<file path="src/rtl/tpu_pkg.sv">
// Shared types and constants for the TPU host loader: FSM states, core address map, job geometry.
// The optional C-clear phase is selected by TPU_LOADER_CCLEAR_EN in tpu_loader.
package tpu_pkg;

  localparam int DIM        = 8;
  localparam int BITS_C     = 16;
  localparam int ADDRW      = 16;
  localparam int DATAW      = 64;
  localparam int ROW_LAST   = DIM - 1;
  localparam int C_PER_HALF = DATAW / BITS_C;
  localparam int C_BEATS    = DIM * DIM / C_PER_HALF;
  localparam int WAIT_CYCLES = 3 * DIM;
  localparam int WAIT_W     = $clog2(WAIT_CYCLES);

  localparam logic [ADDRW-1:0] TPU_A_BASE  = 16'h0100;
  localparam logic [ADDRW-1:0] TPU_B_BASE  = 16'h0200;
  localparam logic [ADDRW-1:0] TPU_C_BASE  = 16'h0300;
  localparam logic [ADDRW-1:0] TPU_MM_ADDR = 16'h0400;

  typedef enum logic [2:0] {
    S_IDLE,
    S_LOAD_A,
    S_LOAD_B,
    S_CLR,
    S_START,
    S_WAIT,
    S_READ,
    S_DRAIN
  } state_t;

  function automatic logic [ADDRW-1:0] a_addr(input logic [2:0] row);
    return TPU_A_BASE | {10'b0, row, 3'b0};
  endfunction

  // Half-row index 2r+h maps straight onto r<<4 | h<<3.
  function automatic logic [ADDRW-1:0] c_addr(input logic [3:0] half);
    return TPU_C_BASE | {9'b0, half, 3'b0};
  endfunction

endpackage

</file>
<file path="src/rtl/tpu_out_reg.sv">
// Single-entry output holding register: loads one C half-row and holds it until the consumer takes it.
module tpu_out_reg
  import tpu_pkg::*;
(
  input  logic             clk,
  input  logic             rst,
  input  logic             load,
  input  logic [DATAW-1:0] load_data,
  input  logic             ready,
  output logic             valid,
  output logic [DATAW-1:0] data
);

  // NOTE: state registers use non-blocking assignments so every flop samples pre-edge values.
  always_ff @(posedge clk or posedge rst) begin
    if (rst) begin
      valid <= 1'b0;
      data  <= '0;
    end else if (load) begin
      valid <= 1'b1;
      data  <= load_data;
    end else if (valid && ready) begin
      valid <= 1'b0;
    end
  end

endmodule

</file>
<file path="src/rtl/tpu_loader.sv">
// Host-side sequencer for the systolic TPU core: streams A/B rows in, starts the matmul, streams C out.
// Define TPU_LOADER_CCLEAR_EN to zero C before every matmul; otherwise C accumulates across jobs.
module tpu_loader
  import tpu_pkg::*;
(
  input  logic             clk,
  input  logic             rst,
  input  logic             in_valid,
  output logic             in_ready,
  input  logic [DATAW-1:0] in_data,
  output logic             out_valid,
  input  logic             out_ready,
  output logic [DATAW-1:0] out_data,
  output logic             busy,
  output logic             done,
  output logic             tpu_r_w,
  output logic [ADDRW-1:0] tpu_addr,
  output logic [DATAW-1:0] tpu_wdata,
  input  logic [DATAW-1:0] tpu_rdata
);

  state_t            state;
  logic [3:0]        idx;
  logic [WAIT_W-1:0] wait_cnt;
  logic              in_fire;
  logic              out_fire;

  assign in_fire  = in_valid & in_ready;
  assign out_fire = out_valid & out_ready;
  assign busy     = (state != S_IDLE);

  always_ff @(posedge clk or posedge rst) begin
    if (rst) begin
      state     <= S_IDLE;
      idx       <= '0;
      wait_cnt  <= '0;
      in_ready  <= 1'b0;
      done      <= 1'b0;
      tpu_r_w   <= 1'b0;
      tpu_addr  <= '0;
      tpu_wdata <= '0;
    end else begin
      // NOTE: defaults first, so pulses and the bus fall back to idle unless a state drives them.
      in_ready  <= 1'b0;
      done      <= 1'b0;
      tpu_r_w   <= 1'b0;
      tpu_addr  <= '0;
      tpu_wdata <= '0;

      unique case (state)
        S_IDLE: begin
          in_ready <= 1'b1;
          if (in_fire) begin
            tpu_r_w   <= 1'b1;
            tpu_addr  <= a_addr(idx[2:0]);
            tpu_wdata <= in_data;
            idx       <= idx + 4'd1;
            state     <= S_LOAD_A;
          end
        end

        S_LOAD_A: begin
          in_ready <= 1'b1;
          if (in_fire) begin
            tpu_r_w   <= 1'b1;
            tpu_addr  <= a_addr(idx[2:0]);
            tpu_wdata <= in_data;
            if (idx == 4'(ROW_LAST)) begin
              idx   <= '0;
              state <= S_LOAD_B;
            end else begin
              idx <= idx + 4'd1;
            end
          end
        end

        S_LOAD_B: begin
          in_ready <= 1'b1;
          if (in_fire) begin
            tpu_r_w   <= 1'b1;
            tpu_addr  <= TPU_B_BASE;
            tpu_wdata <= in_data;
            if (idx == 4'(ROW_LAST)) begin
              idx      <= '0;
              in_ready <= 1'b0;
`ifdef TPU_LOADER_CCLEAR_EN
              state    <= S_CLR;
`else
              state    <= S_START;
`endif
            end else begin
              idx <= idx + 4'd1;
            end
          end
        end

`ifdef TPU_LOADER_CCLEAR_EN
        S_CLR: begin
          tpu_r_w  <= 1'b1;
          tpu_addr <= c_addr(idx);
          if (idx == 4'(C_BEATS - 1)) begin
            idx   <= '0;
            state <= S_START;
          end else begin
            idx <= idx + 4'd1;
          end
        end
`endif

        S_START: begin
          tpu_r_w  <= 1'b1;
          tpu_addr <= TPU_MM_ADDR;
          wait_cnt <= '0;
          state    <= S_WAIT;
        end

        // The read address is launched here so it is stable for the whole READ cycle.
        S_WAIT: begin
          if (wait_cnt == WAIT_W'(WAIT_CYCLES - 1)) begin
            tpu_addr <= c_addr(idx);
            state    <= S_READ;
          end else begin
            wait_cnt <= wait_cnt + 1'b1;
          end
        end

        S_READ: begin
          state <= S_DRAIN;
        end

        S_DRAIN: begin
          if (out_fire) begin
            if (idx == 4'(C_BEATS - 1)) begin
              idx      <= '0;
              done     <= 1'b1;
              in_ready <= 1'b1;
              state    <= S_IDLE;
            end else begin
              idx      <= idx + 4'd1;
              tpu_addr <= c_addr(idx + 4'd1);
              state    <= S_READ;
            end
          end
        end

        default: state <= S_IDLE;
      endcase
    end
  end

  tpu_out_reg u_out_reg (
    .clk       (clk),
    .rst       (rst),
    .load      (state == S_READ),
    .load_data (tpu_rdata),
    .ready     (out_ready),
    .valid     (out_valid),
    .data      (out_data)
  );

endmodule

</file>
<file path="config.mk">
export PLATFORM = sky130hd
export DESIGN_NAME = tpu_loader
export DESIGN_NICKNAME = d
export VERILOG_FILES = /design/src/rtl/tpu_pkg.sv /design/src/rtl/tpu_out_reg.sv /design/src/rtl/tpu_loader.sv
export SDC_FILE = /design/constraint.sdc
export NUM_CORES = 1
export LEC_CHECK = 0
export ABC_AREA = 1
export CORE_ASPECT_RATIO = 1.4
export CORE_MARGIN = 1.5
export CORE_UTILIZATION = 35
export CTS_CLUSTER_DIAMETER = 120
export DETAILED_ROUTE_END_ITERATION = 12
export GPL_TIMING_DRIVEN = 0
export MAX_ROUTING_LAYER = met4
export PLACE_DENSITY = 0.81
export REMOVE_ABC_BUFFERS = 1
export SLEW_MARGIN = 20
export SYNTH_ARGS = -nofsm -noshare
export SYNTH_HDL_FRONTEND = slang
export SYNTH_SLANG_ARGS = --single-unit
export TNS_END_PERCENT = 1
</file>
<file path="constraint.sdc">
create_clock -name clk -period 4.3 [get_ports clk]
set_clock_uncertainty 0.15 [all_clocks]
set_input_delay 0.43 -clock clk [delete_from_list [all_inputs] [get_ports clk]]
set_output_delay 0.43 -clock clk [all_outputs]
set_load 0.05 [all_outputs]
</file>
* Yosys cells after proc, flatten, opt, wreduce, memory -nomap -nowiden
Cells that the tools add are included.
** Operators by class
- Bitwise logic cells :: 2
- Equality and inequality tests :: 18
- Reduce and logical (&&, ||, !) cells :: 12
- Muxes and demuxes :: 35
- Add/subtract/negate cells :: 2
** Operator list (number)
- $mux W64 :: 2
- $pmux W11 S5 :: 1
- $mux W10 :: 4
- $mux W3 :: 8
- $pmux W3 S7 :: 1
- $mux W4 :: 5
- $ne A2 B2 Y1 const B :: 8
- $eq A3 B3 Y1 const B :: 4
- $pmux W4 S3 :: 1
- $pmux W5 S2 :: 1
- $mux W9 :: 1
- $mux W1 :: 8
- $reduce_and A7 Y1 :: 1
- $reduce_bool A3 Y1 :: 2
- $add A5 B1 Y5 const B :: 1
- $eq A5 B5 Y1 const B :: 1
- $mux W5 :: 1
- $add A4 B1 Y4 const B :: 1
- $eq A4 B3 Y1 const B :: 1
- $eq A4 B4 Y1 const B :: 1
- $reduce_and A4 Y1 :: 1
- $reduce_bool A2 Y1 :: 2
- $reduce_or A2 Y1 :: 2
- $eq A3 B1 Y1 const B :: 1
- other kinds (9) :: 10
** Word-level totals
- Input bits :: 132
- Output and inout bits :: 149
- Register bits :: 160
- Logic and storage cells :: 79

* Logic depth before layout (Yosys ltp)
- Depth after elaboration :: 4
- Mapped depth :: 8
- Mapped depth without buffers :: 8

* Cells and area by module
A second synthesis with hierarchy kept.
** Second synthesis, totals
- Cells, all modules :: 628
- Area total of the unflattened synthesis :: 5950.7 um^2
** By module, submodules not included
- tpu_loader :: instances 1, cells each 352, seq. area each 2152.1 um^2, area an instance 3429.5 um^2
- tpu_out_reg :: instances 1, cells each 276, seq. area each 1626.6 um^2, area an instance 2521.2 um^2

* Worst setup path before layout
OpenSTA, ideal clock, no wires.
- Path kind :: register to register
- From :: register in_ready
- To :: register tpu_wdata[13]
- Data arrival time :: 1.424 ns
- Buffers on the path :: 2
- Period minus slack after synthesis :: 1.645 ns
- Library setup time :: 0.072 ns
- Data required time :: 4.078 ns
- Stages on the path, launching flop included :: 7
- Path slack :: 2.655 ns
- Cell sequence :: dfrtp_1 -> nand2_1 -> inv_1 -> buf_4 -> clkbuf_1 -> nand2_1 -> nor2_1
** Between the ends
- Longest elaborated chain between the ends :: 3
** RTL lines
- start, declared :: RTL line tpu_loader.sv:9 : output logic in_ready,
- start signal, assigned :: RTL line tpu_loader.sv:37 : in_ready <= 1'b0;
- start signal, assigned :: RTL line tpu_loader.sv:44 : in_ready <= 1'b0;
- start signal, assigned :: RTL line tpu_loader.sv:52 : in_ready <= 1'b1;
- $and A1 B1 Y1 :: RTL line tpu_loader.sv:28 : assign in_fire = in_valid & in_ready;
- $mux W64 :: RTL line tpu_loader.sv:53, tpu_loader.sv:64, tpu_loader.sv:79
- $mux W64
- end signal, assigned :: RTL line tpu_loader.sv:56 : tpu_wdata <= in_data;
- end signal, assigned :: RTL line tpu_loader.sv:67 : tpu_wdata <= in_data;
- end signal, assigned :: RTL line tpu_loader.sv:82 : tpu_wdata <= in_data;
- end, declared :: RTL line tpu_loader.sv:18 : output logic [DATAW-1:0] tpu_wdata,
Every way passes these cells.
A chain may end at the register's enable or synchronous reset.

* Worst setup path after layout
- From :: register state[0]
- To :: output busy
** Between the ends
- Longest elaborated chain between the ends :: 1
** RTL lines
- start, declared :: RTL line tpu_loader.sv:22 : state_t state;
- start signal, assigned :: RTL line tpu_loader.sv:34 : state <= S_IDLE;
- start signal, assigned :: RTL line tpu_loader.sv:58 : state <= S_LOAD_A;
- start signal, assigned :: RTL line tpu_loader.sv:70 : state <= S_LOAD_B;
- $reduce_bool A3 Y1 :: RTL line tpu_loader.sv:30 : assign busy = (state != S_IDLE);
- end, declared :: RTL line tpu_loader.sv:14 : output logic busy,
Every way passes these cells.

==> out/qor.yml <==
status:
  status: "finished clean"
final_layout:
  drive_gt1_frac: 0.140
  fin_util: 0.562
  multi_input_area_mm2: 0.00187
  areaGrowthSynthToFinish_pct: 58.5
  ff_latch_area_mm2: 0.00378
  diodes: 0
  layout.cells.non_filler: 984
  n_fill_cell: 1385
  nets: 903
timing:
  fin_crit_ns: 2.53
  fmax_mhz: 396
  slew_violations: 0
  setup_viol: 0
  relSlewSlack: 0.541
  worst-slew-pin-transition_ns: 0.688
  rsz0062_at_grt: "no"
  hold_viol: 0
  period_share: 0.588
setup_path:
  critical_path_class: "flip-flop to output port"
  max_stage_delay_ns: 0.79
  crit_fanout: 9
  crit_arrival_ns: 1.95
  start_kind: "flip-flop"
  endpoint_kind: "output port"
  cp_slowest_cell: "clkdlybuf4s50_1"
  path_cells: "clkinv_2 -> nand2_1 -> clkdlybuf4s50_1"
  cp.required_ns: 3.72
drt:
  ant_nets: 0
  drc: 0
  vias_per_cell: 4.53
  drt-initial-drc-count: 218
  firstDrtPassIters: 4
  vias: 4461
  drt-wirelength-per-cell_um: 15.5
  drt-total-wl_um: 15200
placed_design:
  dpl.hpwl_um: 11200
  place_inst: 953
  io_buffers: 271
  place_congestion: 0.811
global_routing:
  grt_max_degree: 78
  grt-ovfl-total: 0
  grt_pass1_vias: 4552
  antenna_found_initial: 0
  grt_usage: 0.183
  grt_first_pass_wirelength_um: 24000
flow_run:
  maxCapViolCount: 0
floorplanning:
  dieArea_mm2: 0.0177
  die_h_um: 157
  floorplan.initialDensity: 0.355
  num_rows: 56
  chipWidth_um: 113
  core_area_mm2: 0.0167
  boundaryPins: 281
clocking:
  worstSkewPairLatency_ns: 0.40
  cts.sinks: 151
  cts_htree_levels: 4
  cts_buffer_depth: 2
  cts_resized: 0
  cts_root_buf: "clkbuf_16"
  tritoncts: "yes"
  post_cts_buffers: 0
  clkTransAtPathRegs_ns: 0.06
  numCtsBuffers: 17
  cts_hold_buf: 0
power_and_ir_drop:
  peakVddDrop_uv: 317
  power_density_mw_per_mm2: 803
  leakage_nw: 4.34
logic_synthesis:
  synthTopCellsByCount: "151 x dfrtp_1, 105 x nand2_1, 79 x nor2_1"
  synthCells: 501
  synth_edf_count: 0
  synth_area_mm2: 0.00592
  synth_largest_area_cell: "dfrtp_1"
  avgSynthCellArea_um2: 11.8
  synth_cell_type_count: 26
  synth_most_common_cell: "dfrtp_1"
  synthDominantCellAreaShare: 0.639
  yosysWarnings: 0
  ys_ff_latch: 151
  ys.flop_type: "dfrtp_1"
  ys_seq_area_frac: 0.639
  ys_top_cells_by_area: "dfrtp_1 64%, mux2_4 9.6%, nand2_1 6.7%, nor2_1 5.0%, mux2_2 4.9%"
  async_reset_ff_frac: 1.00
hold_path:
  hp-class: "input port to asynchronous set/reset pin"
flip-flops by register name, indices dropped and copies added, names as in the netlist:
register         count
tpu_wdata           64
u_out_reg.data      64
tpu_addr             7
wait_cnt             5
idx                  4
state                3
done                 1
in_ready             1
tpu_r_w              1
u_out_reg.valid      1
through the flow:
stage / setup WS (ns) / instance area [um2] / TNS, ns / power [mW] / hold slack, ns
final: 1.77 / 9380 / 0 / 7.53 / 0.331
after global routing: 1.66 / 9380 / 0 / 7.89 / 0.364
after detailed placement: 2.07 / 8780 / 0 / 6.11 / 0.342
after global placement: -2.33 / 8690 / -350.31 / 6.04 / 0.336
after floorplan: -0.345 / 5720 / -52.06 / 4.76 / 0.321
after CTS: 1.73 / 9380 / 0 / 7.61 / 0.344
final timing paths:
path                               startpoint                 end  slack, ns  cells past startpoint
max in group asynchronous                 rst       tpu_wdata[61]       2.94                      3
min in group clk           u_out_reg.data[21]  u_out_reg.data[21]       0.35                      1
hold / removal                            rst  u_out_reg.data[50]       0.33                      2
setup / recovery                     state[0]                busy       1.77                      3
hold reg to reg            u_out_reg.data[21]  u_out_reg.data[21]       0.35                      1
setup reg to reg                     state[1]            state[2]       2.14                      7
power breakdown:
| group | internal (mW) | switching, mW | total, mW |
|---|---|---|---|
| combinational | 1.41 | 2.47 | 3.89 |
| clock | 0.900 | 0.567 | 1.47 |
| sequential | 1.90 | 0.272 | 2.18 |
| total | 4.22 | 3.31 | 7.53 |
worst max-delay path, delay by kind of cell, from the launching register on:
kind          cells  cell delay (ns)
buf+inv           2             0.94
flops             1             0.51
simple gates      1             0.09
cell usage in the layout, fill, tap and decap left out, types with 3 or more instances in the layout:
| cell | n |
|---|---|
| clkdlybuf4s50_1 | 271 |
| dfrtp_1 | 151 |
| nand2_1 | 104 |
| nor2_1 | 79 |
| mux2_4 | 38 |
| mux2_2 | 26 |
| nand3_1 | 20 |
| clkbuf_16 | 17 |
| inv_1 | 16 |
| conb_1 | 9 |
| o21ai_0 | 7 |
| inv_2 | 5 |
| clkinv_2 | 3 |
| nand4_1 | 3 |
| clkinv_4 | 3 |
| clkbuf_8 | 3 |
final cells by class:
cell class,instances,share of cell area
multi-input cells,302,0.199
inverters,23,0.0101
repair buffers,274,0.297
well taps,203,0.0271
clock buffers,21,0.0502
flip-flops and latches,151,0.403
clock inverters,10,0.0128
per-layer routing:
| metal | part of all wire | vias to the layer above | GRT usage |
|---|---|---|---|
| li1 | - | 2104 | - |
| met1 | 0.40 | 2123 | 0.206 |
| met2 | 0.51 | 215 | 0.316 |
| met3 | 0.069 | 19 | 0.0461 |
| met4 | 0.019 | 0 | 0.0685 |
| met5 | 0 | - | - |
cells by family after synthesis:
kind of cell,count (synthesis),synth area share
flops,151,0.639
other cells,1,0.000634
compound gates,12,0.0106
xor+xnor,3,0.00444
buf+inv,56,0.0529
mux,64,0.146
simple gates,212,0.143
fa+ha+maj,2,0.00423
Note: power is estimated with default switching activity, not from simulation.
